File: config.mk
export PLATFORM = sky130hd
export DESIGN_NAME = color_palette_db_flat
export DESIGN_NICKNAME = d
export VERILOG_FILES = /design/src/rtl/color_palette_db_pkg.sv /design/src/rtl/color_palette_db_if.sv /design/src/rtl/color_palette_db_lookup_pipe.sv /design/src/rtl/color_palette_db.sv /design/src/flat_wrapper.sv
export SDC_FILE = /design/constraint.sdc
export NUM_CORES = 2
export LEC_CHECK = 0
export CAP_MARGIN = 20
export CORE_AREA = 4 4 430 432
export CTS_BUF_LIST = sky130_fd_sc_hd__clkbuf_4
export CTS_CLUSTER_SIZE = 25
export DETAILED_ROUTE_END_ITERATION = 10
export DIE_AREA = 0 0 434 436
export GPL_TIMING_DRIVEN = 0
export PLACE_DENSITY = 0.64
export SLEW_MARGIN = 20
export SYNTH_ARGS = -nofsm -noshare
export SYNTH_HDL_FRONTEND = slang
export SYNTH_SLANG_ARGS = --single-unit
File: constraint.sdc
create_clock -name CLK_100 -period 111.8 [get_ports CLK_100]
set_clock_uncertainty 0.1 [all_clocks]
set_input_delay 11.18 -clock CLK_100 [delete_from_list [all_inputs] [get_ports CLK_100]]
set_output_delay 11.18 -clock CLK_100 [all_outputs]
set_load 0.02 [all_outputs]
File: src/rtl/color_palette_db_pkg.sv
// Shared constants and the byte-lane merge helper for the double-buffered palette.
package palette_pkg;
  localparam int CTRL_OFF      = 0;
  localparam int TRANSP_OFF    = 1;
  localparam int COMMIT_BIT    = 0;
  localparam int TRANSP_EN_BIT = 1;

  function automatic logic [31:0] byte_merge(input logic [31:0] old_word,
                                             input logic [31:0] new_word,
                                             input logic [3:0]  byte_en);
    logic [31:0] merged;
    merged = old_word;
    for (int i = 0; i < 4; i++) begin
      if (byte_en[i]) merged[8*i +: 8] = new_word[8*i +: 8];
    end
    return merged;
  endfunction
endpackage

File: src/rtl/color_palette_db_if.sv
// Avalon-MM slave bus bundle for the colour palette.
interface color_palette_db_if #(parameter int ADDR_W = 6) ();
  logic [ADDR_W-1:0] AVL_ADDR;
  logic [31:0]       AVL_WRITEDATA;
  logic [3:0]        AVL_BYTE_EN;
  logic              AVL_WRITE;
  logic              AVL_READ;
  logic              AVL_CS;
  logic [31:0]       AVL_READDATA;
  logic              AVL_READDATAVALID;

  modport master (
    output AVL_ADDR, AVL_WRITEDATA, AVL_BYTE_EN, AVL_WRITE, AVL_READ, AVL_CS,
    input  AVL_READDATA, AVL_READDATAVALID
  );

  modport slave (
    input  AVL_ADDR, AVL_WRITEDATA, AVL_BYTE_EN, AVL_WRITE, AVL_READ, AVL_CS,
    output AVL_READDATA, AVL_READDATAVALID
  );
endinterface

File: src/rtl/color_palette_db_lookup_pipe.sv
// Two-stage pixel lookup: S1 registers the request, S2 reads the active bank.
module palette_lookup_pipe #(
  parameter  int NUM_PALETTES = 8,
  parameter  int NUM_COLORS   = 4,
  parameter  int COLOR_W      = 24,
  localparam int PAL_W        = $clog2(NUM_PALETTES),
  localparam int IDX_W        = $clog2(NUM_COLORS)
) (
  input  logic                                         i_clk,
  input  logic                                         i_rst,
  input  logic [NUM_PALETTES*NUM_COLORS*COLOR_W-1:0]   i_active,
  input  logic                                         i_transp_en,
  input  logic [IDX_W-1:0]                             i_transp_idx,
  input  logic                                         i_valid,
  input  logic [PAL_W-1:0]                             i_palette,
  input  logic [IDX_W-1:0]                             i_index,
  output logic [COLOR_W-1:0]                           o_rgb,
  output logic                                         o_transparent,
  output logic                                         o_valid
);
  logic [PAL_W-1:0]       r_pal;
  logic [IDX_W-1:0]       r_idx;
  logic                   r_vld;
  logic [COLOR_W-1:0]     r_rgb;
  logic                   r_transp;
  logic                   r_vld_out;
  logic [PAL_W+IDX_W-1:0] w_sel;

  assign w_sel = {r_pal, r_idx};

  always_ff @(posedge i_clk or posedge i_rst) begin
    if (i_rst) begin
      r_pal     <= '0;
      r_idx     <= '0;
      r_vld     <= 1'b0;
      r_rgb     <= '0;
      r_transp  <= 1'b0;
      r_vld_out <= 1'b0;
    end else begin
      r_pal     <= i_palette;
      r_idx     <= i_index;
      r_vld     <= i_valid;
      r_rgb     <= i_active[w_sel*COLOR_W +: COLOR_W];
      r_transp  <= i_transp_en & (r_idx == i_transp_idx);
      r_vld_out <= r_vld;
    end
  end

  assign o_rgb         = r_rgb;
  assign o_transparent = r_transp;
  assign o_valid       = r_vld_out;
endmodule

File: src/rtl/color_palette_db.sv
// Double-buffered palette: CPU writes land in shadow, frame_start commits to active.
module color_palette_db
  import palette_pkg::*;
#(
  parameter  int NUM_PALETTES = 8,
  parameter  int NUM_COLORS   = 4,
  parameter  int COLOR_W      = 24,
  localparam int PAL_W        = $clog2(NUM_PALETTES),
  localparam int IDX_W        = $clog2(NUM_COLORS)
) (
  input  logic               CLK_100,
  input  logic               RESET,
  color_palette_db_if.slave  avl,
  input  logic               frame_start,
  input  logic               pix_valid_in,
  input  logic [PAL_W-1:0]   palette,
  input  logic [IDX_W-1:0]   color_index,
  output logic [COLOR_W-1:0] rgb,
  output logic               transparent,
  output logic               pix_valid_out
);
  localparam int ENT_W   = PAL_W + IDX_W;
  localparam int ENTRIES = NUM_PALETTES * NUM_COLORS;

  logic [ENTRIES-1:0][COLOR_W-1:0] r_shadow;
  logic [ENTRIES-1:0][COLOR_W-1:0] r_active;
  logic                            r_pending;
  logic                            r_transp_en;
  logic [IDX_W-1:0]                r_transp_idx;
  logic [31:0]                     r_rddata;
  logic                            r_rdvalid;

  logic             w_wr, w_rd, w_ctrl, w_commit, w_set_commit;
  logic             w_ctrl_wr, w_tidx_wr, w_unused;
  logic [ENT_W-1:0] w_ent;
  logic [31:0]      w_cur, w_merged;

  assign w_wr      = avl.AVL_CS & avl.AVL_WRITE;
  assign w_rd      = avl.AVL_CS & avl.AVL_READ & ~avl.AVL_WRITE;
  assign w_ctrl    = avl.AVL_ADDR[ENT_W];
  assign w_ent     = avl.AVL_ADDR[ENT_W-1:0];
  assign w_ctrl_wr = w_wr & w_ctrl & (w_ent == ENT_W'(CTRL_OFF));
  assign w_tidx_wr = w_wr & w_ctrl & (w_ent == ENT_W'(TRANSP_OFF));
  assign w_commit  = frame_start & r_pending;
  assign w_set_commit = w_ctrl_wr & avl.AVL_BYTE_EN[0] & avl.AVL_WRITEDATA[COMMIT_BIT];

  // Current contents of the addressed word, shared by the read path and byte merge.
  always_comb begin
    w_cur = '0;
    if (!w_ctrl) begin
      w_cur[COLOR_W-1:0] = r_shadow[w_ent];
    end else if (w_ent == ENT_W'(CTRL_OFF)) begin
      w_cur[COMMIT_BIT]    = r_pending;
      w_cur[TRANSP_EN_BIT] = r_transp_en;
    end else if (w_ent == ENT_W'(TRANSP_OFF)) begin
      w_cur[IDX_W-1:0] = r_transp_idx;
    end
  end

  assign w_merged = byte_merge(w_cur, avl.AVL_WRITEDATA, avl.AVL_BYTE_EN);
  assign w_unused = ^w_merged;

  always_ff @(posedge CLK_100 or posedge RESET) begin
    if (RESET) begin
      r_shadow     <= '0;
      r_active     <= '0;
      r_pending    <= 1'b0;
      r_transp_en  <= 1'b0;
      r_transp_idx <= '0;
    end else begin
      if (w_commit) r_active <= r_shadow;
      if (w_wr && !w_ctrl) r_shadow[w_ent] <= w_merged[COLOR_W-1:0];
      if (w_ctrl_wr) r_transp_en <= w_merged[TRANSP_EN_BIT];
      if (w_tidx_wr) r_transp_idx <= w_merged[IDX_W-1:0];
      // A COMMIT write beats the clear so it waits for the following frame_start.
      if (w_set_commit)  r_pending <= 1'b1;
      else if (w_commit) r_pending <= 1'b0;
    end
  end

  always_ff @(posedge CLK_100 or posedge RESET) begin
    if (RESET) begin
      r_rddata  <= '0;
      r_rdvalid <= 1'b0;
    end else begin
      r_rdvalid <= w_rd;
      if (w_rd) r_rddata <= w_cur;
    end
  end

  assign avl.AVL_READDATA      = r_rddata;
  assign avl.AVL_READDATAVALID = r_rdvalid;

  palette_lookup_pipe #(
    .NUM_PALETTES (NUM_PALETTES),
    .NUM_COLORS   (NUM_COLORS),
    .COLOR_W      (COLOR_W)
  ) u_lookup (
    .i_clk         (CLK_100),
    .i_rst         (RESET),
    .i_active      (r_active),
    .i_transp_en   (r_transp_en),
    .i_transp_idx  (r_transp_idx),
    .i_valid       (pix_valid_in),
    .i_palette     (palette),
    .i_index       (color_index),
    .o_rgb         (rgb),
    .o_transparent (transparent),
    .o_valid       (pix_valid_out)
  );
endmodule

File: src/flat_wrapper.sv
// flat-port wrapper written by rule: the top's interface ports become plain ports
module color_palette_db_flat import palette_pkg::*;
#(
  parameter  int NUM_PALETTES = 8,
  parameter  int NUM_COLORS   = 4,
  parameter  int COLOR_W      = 24,
  localparam int PAL_W        = $clog2(NUM_PALETTES),
  localparam int IDX_W        = $clog2(NUM_COLORS)
)
  (CLK_100, RESET, frame_start, pix_valid_in, palette, color_index, rgb, transparent, pix_valid_out, avl_AVL_ADDR, avl_AVL_WRITEDATA, avl_AVL_BYTE_EN, avl_AVL_WRITE, avl_AVL_READ, avl_AVL_CS, avl_AVL_READDATA, avl_AVL_READDATAVALID);
  color_palette_db_if #(.ADDR_W(6)) avl_i ();
  input  logic CLK_100;
  input  logic RESET;
  input  logic frame_start;
  input  logic pix_valid_in;
  input  logic [PAL_W-1:0] palette;
  input  logic [IDX_W-1:0] color_index;
  output logic [COLOR_W-1:0] rgb;
  output logic transparent;
  output logic pix_valid_out;
  input wire logic [$bits(avl_i.AVL_ADDR)-1:0] avl_AVL_ADDR;
  input wire logic [$bits(avl_i.AVL_WRITEDATA)-1:0] avl_AVL_WRITEDATA;
  input wire logic [$bits(avl_i.AVL_BYTE_EN)-1:0] avl_AVL_BYTE_EN;
  input wire logic [$bits(avl_i.AVL_WRITE)-1:0] avl_AVL_WRITE;
  input wire logic [$bits(avl_i.AVL_READ)-1:0] avl_AVL_READ;
  input wire logic [$bits(avl_i.AVL_CS)-1:0] avl_AVL_CS;
  output wire logic [$bits(avl_i.AVL_READDATA)-1:0] avl_AVL_READDATA;
  output wire logic [$bits(avl_i.AVL_READDATAVALID)-1:0] avl_AVL_READDATAVALID;
  assign avl_i.AVL_ADDR = avl_AVL_ADDR;
  assign avl_i.AVL_WRITEDATA = avl_AVL_WRITEDATA;
  assign avl_i.AVL_BYTE_EN = avl_AVL_BYTE_EN;
  assign avl_i.AVL_WRITE = avl_AVL_WRITE;
  assign avl_i.AVL_READ = avl_AVL_READ;
  assign avl_i.AVL_CS = avl_AVL_CS;
  assign avl_AVL_READDATA = avl_i.AVL_READDATA;
  assign avl_AVL_READDATAVALID = avl_i.AVL_READDATAVALID;
  color_palette_db #(.NUM_PALETTES(NUM_PALETTES), .NUM_COLORS(NUM_COLORS), .COLOR_W(COLOR_W)) u_core (.CLK_100(CLK_100), .RESET(RESET), .avl(avl_i), .frame_start(frame_start), .pix_valid_in(pix_valid_in), .palette(palette), .color_index(color_index), .rgb(rgb), .transparent(transparent), .pix_valid_out(pix_valid_out));
endmodule
; ---- Word level (Yosys, flattened, before mapping)
; Index checks and enable logic that the tools add are counted.
[op_classes]
add_sub_neg = 0
n_mul = 1
n_div = 0
order_cmp = 2
n_eq_ne = 2
shifts = 1
mux = 14
bitwise = 11
n_reduce_logical = 5
[op_table]
columns = op, count
row1 = $bwmux W768, 1
row2 = $shiftx A768 B11 Y24, 1
row3 = $bmux W24 S5, 1
row4 = $demux W24 S5, 1
row5 = $mux W24, 2
row6 = $mux W8, 3
row7 = $mux W22, 1
row8 = $and A1 B1 Y1, 10
row9 = $mul A5 B2 Y7 const B, 1
row10 = $lt A5 B6 Y1 const B, 1
row11 = $mux W2, 3
row12 = $eq A5 B1 Y1 const B, 1
row13 = $ge A5 B1 Y1 const B, 1
row14 = $logic_not A5 Y1, 1
row15 = $eq A2 B2 Y1, 1
row16 = $logic_and A1 B1 Y1, 2
row17 = $mux W1, 2
row18 = $reduce_bool A2 Y1, 1
row19 = $logic_not A1 Y1, 1
row20 = $not A1 Y1, 1
[totals]
reg_bits = 1597
latch_bits = 0
ramBits = 0
mem_bits_ro = 0
input_bits = 54
out_inout_bits = 59
wordCells = 111
n_memories = 0

; ---- Depth between registers and ports, before layout
[logic_depth]
ltp_word = 6
mapped_depth = 10
mapped_depth_nobuf = 5

; ---- By module
; From an unflattened synthesis, not the netlist that was laid out.
[unflattened]
hier_cells = 5698
hier_area_um2 = 71657.5
[modules_own_cells]
columns = mod, n_inst, cells_each, area_per_inst_um2
row1 = color_palette_db, 1, 4789, 64107.7
row2 = palette_lookup_pipe, 1, 909, 7549.7

; ---- Worst setup path before layout
; OpenSTA, ideal clock, no wires.
[synth_timing]
kind = input to register
start = input port avl_AVL_ADDR[1]
end = register u_core.r_shadow[67] (netlist name)
setup_time_ps = 134
arrival_ps = 12984
required_ps = 111566
path_slack_ps = 98582
path_stages = 9
path_buffers = 4
path_cell_list = buf_4 > buf_4 > buf_1 > mux4_2 > a22oi_1 > nand4_2 > a22oi_4 > buf_6 > a21oi_2
[synth_between]
elab_chain_len = 5
elab_cells_between_ends = 10
classes_between = order compare (2) / mux (7) / reduce/logical (1)
[synth_rtl]
columns = item, line
row1 = "start, declared", flat_wrapper.sv:21  ; input wire logic [$bits(avl_i.AVL_ADDR)-1:0] avl_AVL_ADDR;
row2 = "$lt A5 B6 Y1 (implied by the code), or another cell as far along", color_palette_db.sv:72  ; if (w_wr && !w_ctrl) r_shadow[w_ent] <= w_merged[COLOR_W-1:0];
row3 = $logic_and A1 B1 Y1 (implied by the code) or $mux W24 (tied branches), "color_palette_db.sv:72, color_palette_db.sv:51"
row4 = $mux W24 (implied by the code) or $mux W22 (tied branches), "color_palette_db.sv:72, color_palette_db.sv:50"
row5 = $demux W24 S5 or $mux W8 (tied branches), -
row6 = $bwmux W768 (*), color_palette_db.sv:72
row7 = "end signal, assigned by index", color_palette_db.sv:72
row8 = "end, declared", color_palette_db.sv:25  ; logic [ENTRIES-1:0][COLOR_W-1:0] r_shadow;
; Mark *: on every way between the ends. The rest lies on a longest branch, timed or not. The select of a mux whose other input is x is not followed.
; A chain may end at the register's enable or synchronous reset.

==> metrics list <==
* Clock buffer depth: 4
- Wires add up to between 200 and 300 mm.
- Largest stage delay on the critical path: ~500 ps
* Die Area: 189000 µm²
- Required @ worst endpoint: 113180 ps
* Fmax achieved: 0.0710 GHz
- Total number of vias: 49347
* Count of unique library cells instantiated by Yosys: 56
* Number of nets in the layout: 5628
- TritonCTS clock tree: built
* Largest driver fanout on the critical path: 103
- Setup violations remaining at the end of the flow were counted as 0.
- In this run the core area contains around 160 standard-cell rows.
- Register-to-register setup slack: 107770 ps
- At the end of routability-driven placement, the weighted congestion stood at 1.02.
- Most instantiated cells after synthesis: sky130_fd_sc_hd__dfrtp_1, sky130_fd_sc_hd__mux2_2, sky130_fd_sc_hd__nor2_1, sky130_fd_sc_hd__a21oi_1, sky130_fd_sc_hd__mux4_2
- The most numerous cell type found on the critical path is sky130_fd_sc_hd__buf_16.
* Initial DRT Pass Iterations: 5
- After technology mapping, the gate count stands at 5012.
* Yosys reg bits: 1597
- The worst register-to-register path ends at u_core.u_lookup.o_rgb[22]$_DFF_PP0_.
- Crit path time final: 14080 ps
* Final cycle utilization of the critical path: 12.6%
- Global routing finished with a remaining overflow of 0.
- Worst-Margin Slew: 1230 ps
* Area of the core: between 150000 and 200000 µm²
- From left edge to right edge, the die measures about 430 µm.
- STA classifies the critical path startpoint as an input pin.
- Post-synthesis cell type with the largest combined area: sky130_fd_sc_hd__dfrtp_1
- In this run the cell area of the synthesized design comes to 72100 µm².
* Number of global-route vias before repair: 50105
- Worst Setup Slack post-DPL: between 90000 and 100000 ps
- Ports: 113
* Slowest stage cell, crit path: sky130_fd_sc_hd__clkdlybuf4s50_1
* Worst Setup End Kind: asynchronous set/reset pin
- Across all setup checks in the final design, the least slack found is 97720 ps.
* Status: complete, no violations
- Clock tree synthesis selected as its root buffer the cell sky130_fd_sc_hd__clkbuf_4.
- Top cells by area, synth: sky130_fd_sc_hd__dfrtp_1, sky130_fd_sc_hd__mux2_2, sky130_fd_sc_hd__mux4_2
- After clock tree synthesis, the repair step resized 0 gates.
* Leakage power: 39.3 nW
* Wire length of the first global-routing pass: roughly 370 mm
- Sequential elements use 55.4% of the synthesized area.
- After clock tree synthesis, the clock-pin slew on the worst setup and hold paths is 60 ps.
* Setup repair after global routing missed its margin: false
- The worst register-to-register path has a depth of 6.
- Area grow syn2layout: 13.9%
- After detailed placement, the total cell area comes to 76800 µm².
- Crit path launch: RESET
* Post-DRT Antenna Nets: 0
- Max_slew headroom: 18.2%
- Share of the core filled with cells: 45.5%
- Traced cell by cell, the critical path runs through clkdlybuf4s50_1, inv_8, buf_16, buf_16, buf_16, buf_16, buf_16, buf_16, buf_16, buf_16.
- Number of antenna violations at the first check in global routing: 13
- In the routed layout, each cell is associated on average with a via count of around 6.0.
- Measured along the y axis, the die boundary spans 436 µm.
- Number of buffers added on ports: 88
* Worst Setup Path Type: input pin to asynchronous set/reset pin
* Power per Cell Area: about 16 nW/µm²
- For this run, asynchronously set or reset flops after synthesis account for between 90% and 100%.
- In this run the critical register-to-register path is launched from u_core.u_lookup.r_idx[0]$_DFF_PP0_.
- Dividing the detail-routed wire length by the instance count gives 31.9 µm.
* Number of enable flip-flop cells after synthesis: 0
* Clk_lat worst skew: 1430 ps
- Fraction of final layout cells sized beyond drive strength 1: 43.7%
- Yosys instantiated no cell more often than sky130_fd_sc_hd__dfrtp_1.
- Post-Layout Inst Area: 82100 µm²
- In this run the post-CTS setup repair buffer count came out at 0.
- The detailed router finished its first iteration with 5682 violations.
- For the final routed database, the setup TNS stands at 0 ps.
- Arrival time of data at the critical path endpoint: between 15000 and 20000 ps
* Global Route Usage Sum: 27.6%
- Setup crit end: u_core.r_active[152]$_DFFE_PP0P_
* DRC violations left: 0
- Share of Yosys cell area claimed by the top area cell type: 55.4%
- Post-CTS Hold Buffers: 0
* Class of the tightest hold or removal check: flip-flop to flip-flop
* Placed cell count: 7507
* Max VDD drop: 0.0000105 V
* Number of sinks driven by the clock tree: between 1500 and 2000
- In the synthesized netlist the dominant register cell turns out to be sky130_fd_sc_hd__dfrtp_1.
- The number of clock buffers added by TritonCTS is 434.
- The number of max-slew violations in the final report came to 0.
- Averaged over all synthesized cells, the footprint is between 10 and 15 µm².
- Post-detail-place hpwl: 190 mm
- The Yosys step of the flow raised 0 warnings.
* Max-capacitance violation count: 0
- Initial standard-cell utilization of the core: 39.9%
- The count of final hold-check violations came to 0.
* Maximum number of pins on one net before global-route repair: about 110
- Filler-free cell count of the finished design: 8244
- The H-tree generated during clock tree synthesis spans 5 levels.
[state kept, by name, summed over array words and instances (netlist names), 2 cells and up]
name	flops
u_core.r_shadow	768
u_core.u_lookup.r_pal	3
u_core.r_active	768
u_core.avl.AVL_READDATA	24
u_core.u_lookup.o_rgb	24
u_core.u_lookup.r_idx	2
u_core.r_transp_idx	2
[layer usage]
layer / GRT usage, % / wire length, µm / vias to the layer above
met4: 18.9 / 20900 / 2
met2: 39.7 / 115000 / 2816
met5: 0 / 13 / -
met3: 7.12 / 24400 / 737
li1: - / - / 19690
met1: 36.7 / 103000 / 26102
[cell usage in the layout (no fill, tap or decap), types with 9 or more instances in the layout]
cell type / Yosys / final
sky130_fd_sc_hd__mux4_2: 371 / 371
sky130_fd_sc_hd__buf_2: 76 / 84
sky130_fd_sc_hd__diode_2: 0 / 9
sky130_fd_sc_hd__a21oi_1: 436 / 436
sky130_fd_sc_hd__buf_6: 103 / 105
sky130_fd_sc_hd__buf_16: 0 / 26
sky130_fd_sc_hd__a22o_1: 15 / 15
sky130_fd_sc_hd__mux2_2: 859 / 859
sky130_fd_sc_hd__dfrtp_1: 1597 / 1597
sky130_fd_sc_hd__mux4_1: 46 / 46
sky130_fd_sc_hd__nand4_1: 14 / 14
sky130_fd_sc_hd__dlymetal6s2s_1: 14 / 14
sky130_fd_sc_hd__clkinv_2: 0 / 13
sky130_fd_sc_hd__clkbuf_2: 6 / 26
sky130_fd_sc_hd__buf_4: 33 / 34
sky130_fd_sc_hd__a22oi_4: 19 / 19
sky130_fd_sc_hd__nor2_1: 713 / 710
sky130_fd_sc_hd__a21oi_2: 270 / 270
sky130_fd_sc_hd__dlygate4sd1_1: 17 / 17
sky130_fd_sc_hd__clkdlybuf4s50_1: 0 / 88
sky130_fd_sc_hd__nand4_2: 11 / 11
sky130_fd_sc_hd__clkbuf_8: 17 / 17
sky130_fd_sc_hd__clkinv_1: 0 / 56
sky130_fd_sc_hd__nor2_2: 28 / 31
sky130_fd_sc_hd__nand2_1: 10 / 10
sky130_fd_sc_hd__mux2i_1: 25 / 25
sky130_fd_sc_hd__a22oi_1: 90 / 90
sky130_fd_sc_hd__clkbuf_1: 144 / 125
sky130_fd_sc_hd__clkbuf_4: 1 / 652
[kinds of logic after synthesis]
family	after synthesis	share of synthesized area, %
mux	1306	27.2
buf+inv	434	4.29
compound gates	859	8.35
simple gates	813	4.68
other cells	1	0.00520
xor+xnor	2	0.0243
flops	1597	55.4
[how the worst min path moves through the flow]
stage	slack (ps)	endpoint	start	cells past startpoint
final	260	u_core.u_lookup.o_valid$_DFF_PP0_	u_core.u_lookup.r_vld$_DFF_PP0_	0
after global routing	270	u_core.u_lookup.o_valid$_DFF_PP0_	u_core.u_lookup.r_vld$_DFF_PP0_	0
after detailed placement	250	u_core.u_lookup.o_valid$_DFF_PP0_	u_core.u_lookup.r_vld$_DFF_PP0_	0
after floorplan	230	u_core.u_lookup.o_valid$_DFF_PP0_	u_core.u_lookup.r_vld$_DFF_PP0_	0
after global placement	230	u_core.u_lookup.o_valid$_DFF_PP0_	u_core.u_lookup.r_vld$_DFF_PP0_	0
after CTS	260	u_core.u_lookup.o_valid$_DFF_PP0_	u_core.u_lookup.r_vld$_DFF_PP0_	0
[stage by stage]
step | hold slack (ps) | power [mW]
final | 255 | 1.32
after global routing | 269 | 1.37
after CTS | 263 | 1.33
after detailed placement | 247 | 0.813
after global placement | 233 | 0.807
after floorplan | 231 | 0.752
[worst max-delay path: cells and delay by family]
| kind | cells | cell delay [ps] |
|---|---|---|
| buffers and inverters | 10 | 3770 |
[final cells by class]
type	count	area [µm²]
Multi-Input combinational cell	2988	29100
Tap cell	2370	2970
Fill cell	16147	98500
Timing Repair Buffer	119	1660
Sequential cell	1597	40000
Antenna cell	9	22.5
Inverter	5	26.3
Buffer	429	3110
Clock buffer	651	4890
Clock inverter	76	380
[report_power, final]
group	internal, mW	leakage, nW	total (mW)	switching [mW]
Clock	0.269	3.19	0.520	0.251
Sequential	0.619	21.8	0.653	0.0341
Combinational	0.0622	14.4	0.152	0.0894
Total	0.950	39.3	1.32	0.374
(Power assumes the default switching activity.)
